### src/rtl/mem_arb_pkg.sv
`default_nettype none
// +----------------------------------------------------------------------------+
// | Module  : mem_arb_pkg                                                      |
// | Brief   : Shared state encoding and port ids for the memory port arbiter.  |
// | Revision: 1.0                                                              |
// +----------------------------------------------------------------------------+
package mem_arb_pkg;

    localparam logic [1:0] c_IDLE    = 2'd0;
    localparam logic [1:0] c_BUSY_IF = 2'd1;
    localparam logic [1:0] c_BUSY_D  = 2'd2;

    localparam logic c_PORT_IF = 1'b0;
    localparam logic c_PORT_D  = 1'b1;

endpackage
`default_nettype wire

### src/rtl/arb_timeout_ctr.sv
`default_nettype none
// +----------------------------------------------------------------------------+
// | Module  : arb_timeout_ctr                                                  |
// | Brief   : 4-bit busy-cycle counter with clear, enable and terminal count.  |
// | Revision: 1.0                                                              |
// +----------------------------------------------------------------------------+
module arb_timeout_ctr #(
    parameter int TIMEOUT = 15
) (
    input  logic clk,
    input  logic reset,
    input  logic i_clr,
    input  logic i_en,
    output logic o_tc
);

    logic [3:0] r_count;
    logic [3:0] w_count_inc;

    assign w_count_inc = r_count + 4'd1;

    // Terminal count fires in the cycle whose increment reaches TIMEOUT, so the
    // abort lands in the TIMEOUT-th busy cycle; a cycle with mem_ack never counts.
    assign o_tc = i_en && (w_count_inc == 4'(TIMEOUT));

    always_ff @(posedge clk or negedge reset) begin
        if (!reset) begin
            r_count <= 4'd0;
        end else if (i_clr) begin
            r_count <= 4'd0;
        end else if (i_en) begin
            r_count <= w_count_inc;
        end
    end

endmodule
`default_nettype wire

### src/rtl/mem_port_arbiter.sv
`default_nettype none
// +----------------------------------------------------------------------------+
// | Module  : mem_port_arbiter                                                 |
// | Brief   : Shares one single-ported memory between fetch and data ports.    |
// |           Optional macro ARB_RR_EN: round-robin tie break (else D wins).   |
// | Revision: 1.0                                                              |
// +----------------------------------------------------------------------------+
module mem_port_arbiter
    import mem_arb_pkg::*;
#(
    parameter int AW      = 30,
    parameter int DW      = 32,
    parameter int TIMEOUT = 15
) (
    input  logic          clk,
    input  logic          reset,
    input  logic          if_req,
    input  logic [AW-1:0] if_addr,
    output logic          if_ack,
    output logic [DW-1:0] if_rdata,
    output logic          if_stall,
    input  logic          d_req,
    input  logic          d_we,
    input  logic [AW-1:0] d_addr,
    input  logic [DW-1:0] d_wdata,
    output logic          d_ack,
    output logic [DW-1:0] d_rdata,
    output logic          d_stall,
    output logic          mem_req,
    output logic          mem_we,
    output logic [AW-1:0] mem_addr,
    output logic [DW-1:0] mem_wdata,
    input  logic [DW-1:0] mem_rdata,
    input  logic          mem_ack,
    output logic          err
);

    logic [1:0]    r_state;
    logic [1:0]    w_state_nxt;
    logic          w_grant_valid;
    logic          w_grant_port;
    logic          w_grant;
    logic          w_busy;
    logic          w_busy_if;
    logic          w_busy_d;
    logic          w_mem_hit;
    logic          w_tc;
    logic          w_timeout;
    logic          w_done;
    logic          r_mem_we;
    logic [AW-1:0] r_mem_addr;
    logic [DW-1:0] r_mem_wdata;
    logic          r_err;

    assign w_busy_if = (r_state == c_BUSY_IF);
    assign w_busy_d  = (r_state == c_BUSY_D);
    assign w_busy    = w_busy_if | w_busy_d;
    assign w_mem_hit = w_busy & mem_ack;
    assign w_timeout = w_busy & w_tc;
    assign w_done    = w_mem_hit | w_timeout;
    assign w_grant   = (r_state == c_IDLE) & w_grant_valid;

`ifdef ARB_RR_EN
    logic r_last_grant;

    always_ff @(posedge clk or negedge reset) begin
        if (!reset) begin
            r_last_grant <= c_PORT_IF;
        end else if (w_grant) begin
            r_last_grant <= w_grant_port;
        end
    end
`endif

    always_comb begin
        w_grant_valid = if_req | d_req;
        w_grant_port  = c_PORT_IF;
        if (if_req && d_req) begin
`ifdef ARB_RR_EN
            w_grant_port = ~r_last_grant;
`else
            // Data access belongs to the older instruction in the pipe.
            w_grant_port = c_PORT_D;
`endif
        end else if (d_req) begin
            w_grant_port = c_PORT_D;
        end
    end

    always_comb begin
        w_state_nxt = r_state;
        case (r_state)
            c_IDLE: begin
                if (w_grant_valid) begin
                    w_state_nxt = (w_grant_port == c_PORT_D) ? c_BUSY_D : c_BUSY_IF;
                end
            end
            c_BUSY_IF, c_BUSY_D: begin
                if (w_done) begin
                    w_state_nxt = c_IDLE;
                end
            end
            default: w_state_nxt = c_IDLE;
        endcase
    end

    always_ff @(posedge clk or negedge reset) begin
        if (!reset) begin
            r_state <= c_IDLE;
        end else begin
            r_state <= w_state_nxt;
        end
    end

    // Transaction is captured at grant; port inputs are ignored while busy.
    always_ff @(posedge clk or negedge reset) begin
        if (!reset) begin
            r_mem_we    <= 1'b0;
            r_mem_addr  <= '0;
            r_mem_wdata <= '0;
        end else if (w_grant) begin
            if (w_grant_port == c_PORT_D) begin
                r_mem_we    <= d_we;
                r_mem_addr  <= d_addr;
                r_mem_wdata <= d_wdata;
            end else begin
                r_mem_we    <= 1'b0;
                r_mem_addr  <= if_addr;
                r_mem_wdata <= '0;
            end
        end
    end

    always_ff @(posedge clk or negedge reset) begin
        if (!reset) begin
            r_err <= 1'b0;
        end else if (w_timeout) begin
            r_err <= 1'b1;
        end
    end

    arb_timeout_ctr #(
        .TIMEOUT (TIMEOUT)
    ) u_timeout_ctr (
        .clk   (clk),
        .reset (reset),
        .i_clr (~w_busy),
        .i_en  (w_busy & ~mem_ack),
        .o_tc  (w_tc)
    );

    // An aborted access returns zero data rather than whatever is on the bus.
    assign if_ack   = w_busy_if & w_done;
    assign d_ack    = w_busy_d  & w_done;
    assign if_rdata = (w_busy_if && mem_ack) ? mem_rdata : '0;
    assign d_rdata  = (w_busy_d  && mem_ack) ? mem_rdata : '0;
    assign if_stall = if_req & ~if_ack;
    assign d_stall  = d_req  & ~d_ack;

    assign mem_req   = w_busy;
    assign mem_we    = r_mem_we;
    assign mem_addr  = r_mem_addr;
    assign mem_wdata = r_mem_wdata;
    assign err       = r_err;

endmodule
`default_nettype wire
### config.mk
export PLATFORM = sky130hd
export DESIGN_NAME = mem_port_arbiter
export DESIGN_NICKNAME = d
export VERILOG_FILES = /design/src/rtl/mem_arb_pkg.sv /design/src/rtl/arb_timeout_ctr.sv /design/src/rtl/mem_port_arbiter.sv
export SDC_FILE = /design/constraint.sdc
export NUM_CORES = 1
export LEC_CHECK = 0
export ABC_AREA = 1
export BUFFER_PORTS_ARGS = -buffer_cell sky130_fd_sc_hd__clkbuf_2
export CORE_AREA = 2 2 102 104
export DETAILED_ROUTE_END_ITERATION = 16
export DIE_AREA = 0 0 104 106
export GPL_TIMING_DRIVEN = 0
export PLACE_DENSITY_LB_ADDON = 0.05
export SETUP_SLACK_MARGIN = 0.02
export SLEW_MARGIN = 20
export SYNTH_ARGS = -nofsm -noshare
export SYNTH_HDL_FRONTEND = slang
export SYNTH_HIERARCHICAL = 1
export SYNTH_SLANG_ARGS = --single-unit
### constraint.sdc
create_clock -name clk -period 3.4 [get_ports clk]
set_input_delay 0.51 -clock clk [delete_from_list [all_inputs] [get_ports clk]]
set_output_delay 0.51 -clock clk [all_outputs]
set_load 0.05 [all_outputs]
; ---- Yosys cells after proc, flatten, opt, wreduce, memory -nomap -nowiden
; Cells that the tools add are included.
[totals]
register_bits = 70
in_bits = 130
output_inout_bits = 133
word_cells = 47
[op_classes]
addsub = 1
n_eq_ne = 6
mux = 13
bitwise_logic = 14
reduce_logical = 7
[ops]
columns = op, n
row1 = $mux W32, 3
row2 = $mux W30, 1
row3 = $and A1 B1 Y1, 8
row4 = $mux W4, 2
row5 = $mux W2, 3
row6 = $add A4 B1 Y4 const B, 1
row7 = $eq A4 B4 Y1 const B, 1
row8 = $logic_and A1 B1 Y1, 4
row9 = $ne A2 B2 Y1 const B, 2
row10 = $pmux W2 S2, 1
row11 = $mux W1, 3
row12 = $not A1 Y1, 3
row13 = $or A1 B1 Y1, 3
row14 = $eq A2 B1 Y1 const B, 1
row15 = $eq A2 B2 Y1 const B, 1
row16 = $logic_not A2 Y1, 1
row17 = $ne A2 B1 Y1 const B, 1
row18 = $reduce_and A2 Y1, 1
row19 = $reduce_or A2 Y1, 1

; ---- Depth between registers and ports, before layout
[depth]
depth_word = 9
depth_mapped = 11
depth_no_buf = 11

; ---- Cells and area by module
; Netlist, hierarchy kept.
[modules_own_cells]
columns = mod, n_inst, cells_per_inst, area_each_um2, seq_area_each_um2
row1 = mem_port_arbiter, 1, 501, 3429.5, 1651.6
row2 = arb_timeout_ctr, 1, 32, 252.7, 100.1

; ---- Worst setup path before layout
; OpenSTA, ideal clock, no wires.
[synth_path]
path_type = register to output
start = register r_state[0]
end = output port d_stall
t_arrival_ns = 2.912
required_time_ns = 2.890
slack_ns = -0.022
stages_incl_launch_ff = 10
n_path_buf = 0
path_cell_list = dfrtp_1 > inv_1 > ha_1 > inv_1 > nor2_1 > nand4_1 > nor2_1 > o21ai_0 > nor2_1 > nor2_1
[synth_via]
elab_chain_cells = 9
word_cells_on_any_way = 11
classes_between = 2 x eq/ne / 8 x bitwise / 1 x reduce/logical
[synth_rtl]
columns = item, line_no
row1 = start: declaration, mem_port_arbiter.sv:38  ; logic [1:0] r_state;
row2 = start signal: assignment, mem_port_arbiter.sv:109  ; r_state <= c_IDLE;
row3 = start signal: assignment, mem_port_arbiter.sv:111  ; r_state <= w_state_nxt;
row4 = $eq A2 B1 Y1 or $eq A2 B2 Y1 (tied branches), "mem_port_arbiter.sv:55, mem_port_arbiter.sv:56"
row5 = $or A1 B1 Y1 (*), mem_port_arbiter.sv:57  ; assign w_busy = w_busy_if | w_busy_d;
row6 = via mem_req, mem_port_arbiter.sv:29  ; output logic mem_req,
row7 = $and A1 B1 Y1 (*), mem_port_arbiter.sv:148  ; .i_en (w_busy & ~mem_ack),
row8 = $logic_and A1 B1 Y1 (*), arb_timeout_ctr.sv:24  ; assign o_tc = i_en && (w_count_inc == 4'(TIMEOUT));
row9 = via w_tc, mem_port_arbiter.sv:47  ; logic w_tc;
row10 = $and A1 B1 Y1 (*), mem_port_arbiter.sv:59  ; assign w_timeout = w_busy & w_tc;
row11 = $or A1 B1 Y1 (*), mem_port_arbiter.sv:60  ; assign w_done = w_mem_hit | w_timeout;
row12 = $and A1 B1 Y1 (*), mem_port_arbiter.sv:154  ; assign d_ack = w_busy_d & w_done;
row13 = via d_ack, mem_port_arbiter.sv:26  ; output logic d_ack,
row14 = $not A1 Y1 (*), mem_port_arbiter.sv:158  ; assign d_stall = d_req & ~d_ack;
row15 = $and A1 B1 Y1 (*), mem_port_arbiter.sv:158
row16 = end: declaration, mem_port_arbiter.sv:28  ; output logic d_stall,
; The timed path passes the listed nets; every way through them passes the cells marked *.

; ---- Worst setup path in the final report
[layout_path]
start = register r_state[1]
end = output port d_ack
[layout_via]
elab_chain_cells = 7
word_cells_on_any_way = 9
classes_between = 2 x eq/ne / 6 x bitwise / 1 x reduce/logical
[layout_rtl]
columns = item, line_no
row1 = $eq A2 B1 Y1 or $eq A2 B2 Y1 (tied branches), "mem_port_arbiter.sv:55, mem_port_arbiter.sv:56"
row2 = $or A1 B1 Y1 (*), mem_port_arbiter.sv:57
row3 = $and A1 B1 Y1 (*), mem_port_arbiter.sv:148
row4 = $logic_and A1 B1 Y1 (*), arb_timeout_ctr.sv:24
row5 = via w_tc, mem_port_arbiter.sv:47
row6 = $and A1 B1 Y1 (*), mem_port_arbiter.sv:59
row7 = $or A1 B1 Y1 (*), mem_port_arbiter.sv:60
row8 = $and A1 B1 Y1 (*), mem_port_arbiter.sv:154
row9 = end: declaration, mem_port_arbiter.sv:26
; Marks and branches as above.

==> impl_metrics.toml <==
[status]
status = "complete, no violations"

[placed_design]
placed_cells = 931
io_buffers = 261
dp_hpwl_mm = 8.98
dp_slack_ns = 0.811
gp_congestion = 0.785

[critical_path]
timing_worst_setup_path_type = "reg -> out"
r2r-end = "r_state[1]"
rrSetupSlack_ns = 1.48
required_ns = 2.89
crit_path_frequent_cell = "nor2_1"
endpoint_kind = "output port"
cp_slowest_cell = "dfrtp_1"
crit_chain = "inv_1, ha_1, inv_1, nor2_1, nand4_1, nor2_1, o21ai_0, nor2_1, clkbuf_2"
r2r-start = "r_state[1]"
critPathBufInv = 3
worst_ep_arrival_time_ns = 2.42
crit_fanout = 5
cp_top_family = "simple AND/OR/NAND/NOR gates"
cp-start-kind = "flop"
slowest_delay_ns = 0.38
ff2ff_path_depth = 11

[global_route]
grt_pass1_wl_mm = 18.0
grt_pass1_vias = 3812
grt_max_degree = 38
antenna_found_initial = 0
track_usage = 0.201
grt_overflow = 0

[timing]
worstMarginPinSlew_ns = 0.491
rsz0062_at_grt = "no"
whs_ns = 0.138
final_hold_viol_count = 0
finalCritPeriodShare = 0.861
min_period_ns = 2.93
setup_ws_ns = 0.474
slew_viol_final = 0
skew_ns = 0.0121
max_freq_mhz = 342
slew_headroom = 0.672
setup_viol = 0

[yosys]
postSynthCellCount = 533
syn-num-nets = 668
yosysTopAreaCell = "dfrtp_1"
synth.area.top_cells = "dfrtp_1 (48%), nand2_1 (30%), nor2_1 (7.2%)"
yosys_register_bits = 70
ys_seq_area_frac = 0.476
synth.distinct_cells = 18
synth_area_per_cell_um2 = 6.91
yosysWarnings = 6
syn_area_um2 = 3680
synth_top_area_share = 0.476

[final_layout]
drive_gt1_frac = 0.375
multi_input_area_um2 = 1570
layout.nets = 941
final_cells = 947
final_util = 0.540
area_delta_synth_final_pct = 46.7
seqCellArea_um2 = 1750
fill_cells = 1048
antenna_cells = 0

[clock_network]
cts_buffers = 9
cts_tree = "done"
postCtsSetupBuffers = 0
cts_hold_buf = 0
cts-root-buf = "clkbuf_8"
cts.clk_slew.worst_paths_ns = 0.08
htreeDepth = 3
cts_resized = 0
clk_latency_ns = 0.34
clock_sinks = 70
cts_buffer_depth = 2

[routing]
routedWlPerCell_um = 11.6
wirelength_mm = 10.9
route.detailed.drc = 0
first_pass_iters = 4
drtAntennaViolNets = 0
vias = 3984
drt_iter0_drc = 235
avgViaCountPerCell = 4.21

[pwr]
internal-power_uw = 2280
switchingPower_uw = 2940
power.total_uw = 5220
p_comb_frac = 0.594
power_density_nw_per_um2 = 967
peakVddDrop_v = 0.000481
clkPwrFrac = 0.142
pwr-share-seq = 0.264
swShare = 0.563
leakagePower_uw = 0.00355

[die]
die_width_um = 104
initial_core_util = 0.368
dieArea_um2 = 11000
io_pins = 263
core_area_um2 = 10000
die-height_um = 106
std_cell_rows = 37

[hold_path]
hold_class = "in -> async"

[run]
drv_cap = 0
[per-stage QoR]
stage / TNS (ns) / instance area (um2)
2_1_floorplan: -0.0444 / 3680
3_3_place_gp: 0 / 5160
3_5_place_dp: 0 / 5180
4_1_cts: 0 / 5400
5_1_grt: 0 / 5400
6_report: 0 / 5400
[cell families after synthesis]
group | share of synthesized area
simple gates | 0.400
buf+inv | 0.0972
flops | 0.476
compound gates | 0.0105
fa+ha+maj | 0.0170
[cell usage in the layout (no fill, tap or decap), drive strengths merged]
| cell | instances |
|---|---|
| nand2 | 298 |
| clkbuf | 277 |
| nor2 | 75 |
| dfrtp | 70 |
| inv | 49 |
| buf | 20 |
| ha | 5 |
| o21ai | 4 |
| nand3 | 3 |
| nand4 | 3 |
| clkinv | 3 |
| bufinv | 2 |
| a21o | 1 |
| clkinvlp | 1 |
[layout make-up]
type,instances,area share
inverters,49,0.0350
flip-flops and latches,70,0.324
clock buffers,10,0.0236
clock inverters,6,0.0174
multi-input cells,389,0.291
well taps,136,0.0315
repair buffers,262,0.246
plain buffers,25,0.0313
[cells in the mapped netlist]
library cell  instances
inv_1                47
nor2_8                2
clkbuf_1              6
ha_1                  5
buf_2                 9
a21o_1                1
nor2_1               71
dfrtp_1              70
inv_6                 1
nor2_2                2
o21ai_2               3
nand3_1               3
nand2_1             298
buf_4                 3
nand4_1               3
clkinv_1              1
o21ai_0               1
buf_6                 7
[metal layers]
layer  routed length [um]  global-route usage
met4                  174              0.0637
met3                  752              0.0503
met2                 5510               0.362
met5                    0                   0
met1                 4510               0.235
[worst register-to-register path, cell delays in order (launching register included)]
cell     delay, ns
dfrtp_1       0.38
inv_1         0.07
ha_1          0.37
inv_1         0.12
nor2_1        0.20
nand4_1       0.12
nor2_1        0.18
nor2_1        0.06
nand2_1       0.11
nand2_1       0.08
nand2_1       0.06
nand2_1       0.05
[state kept, by name, summed over array words and instances, names as in the netlist]
signal and cells:
mem_addr 30, err 1, u_timeout_ctr/r_count 4, r_state 2, mem_we 1, mem_wdata 32
[worst max path at each step]
stage	startpoint	cells after the start	end	slack [ns]
floorplan	r_state[0]	9	d_stall	-0.02
global placement	r_state[0]	9	d_ack	0.85
detailed placement	r_state[1]	9	d_ack	0.81
CTS	r_state[1]	9	d_ack	0.42
global route	r_state[1]	9	d_ack	0.25
finish	r_state[1]	9	d_ack	0.47
[power by group through the flow]
stage / Clock, uW / Combinational (uW) / Sequential (uW)
after floorplan: 0 / 1180 / 2540
after global placement: 0 / 3100 / 1380
after detailed placement: 0 / 3140 / 1390
after CTS: 773 / 3140 / 1380
after global routing: 817 / 3330 / 1420
final: 744 / 3100 / 1380
Power figures use the tool's default switching activity.
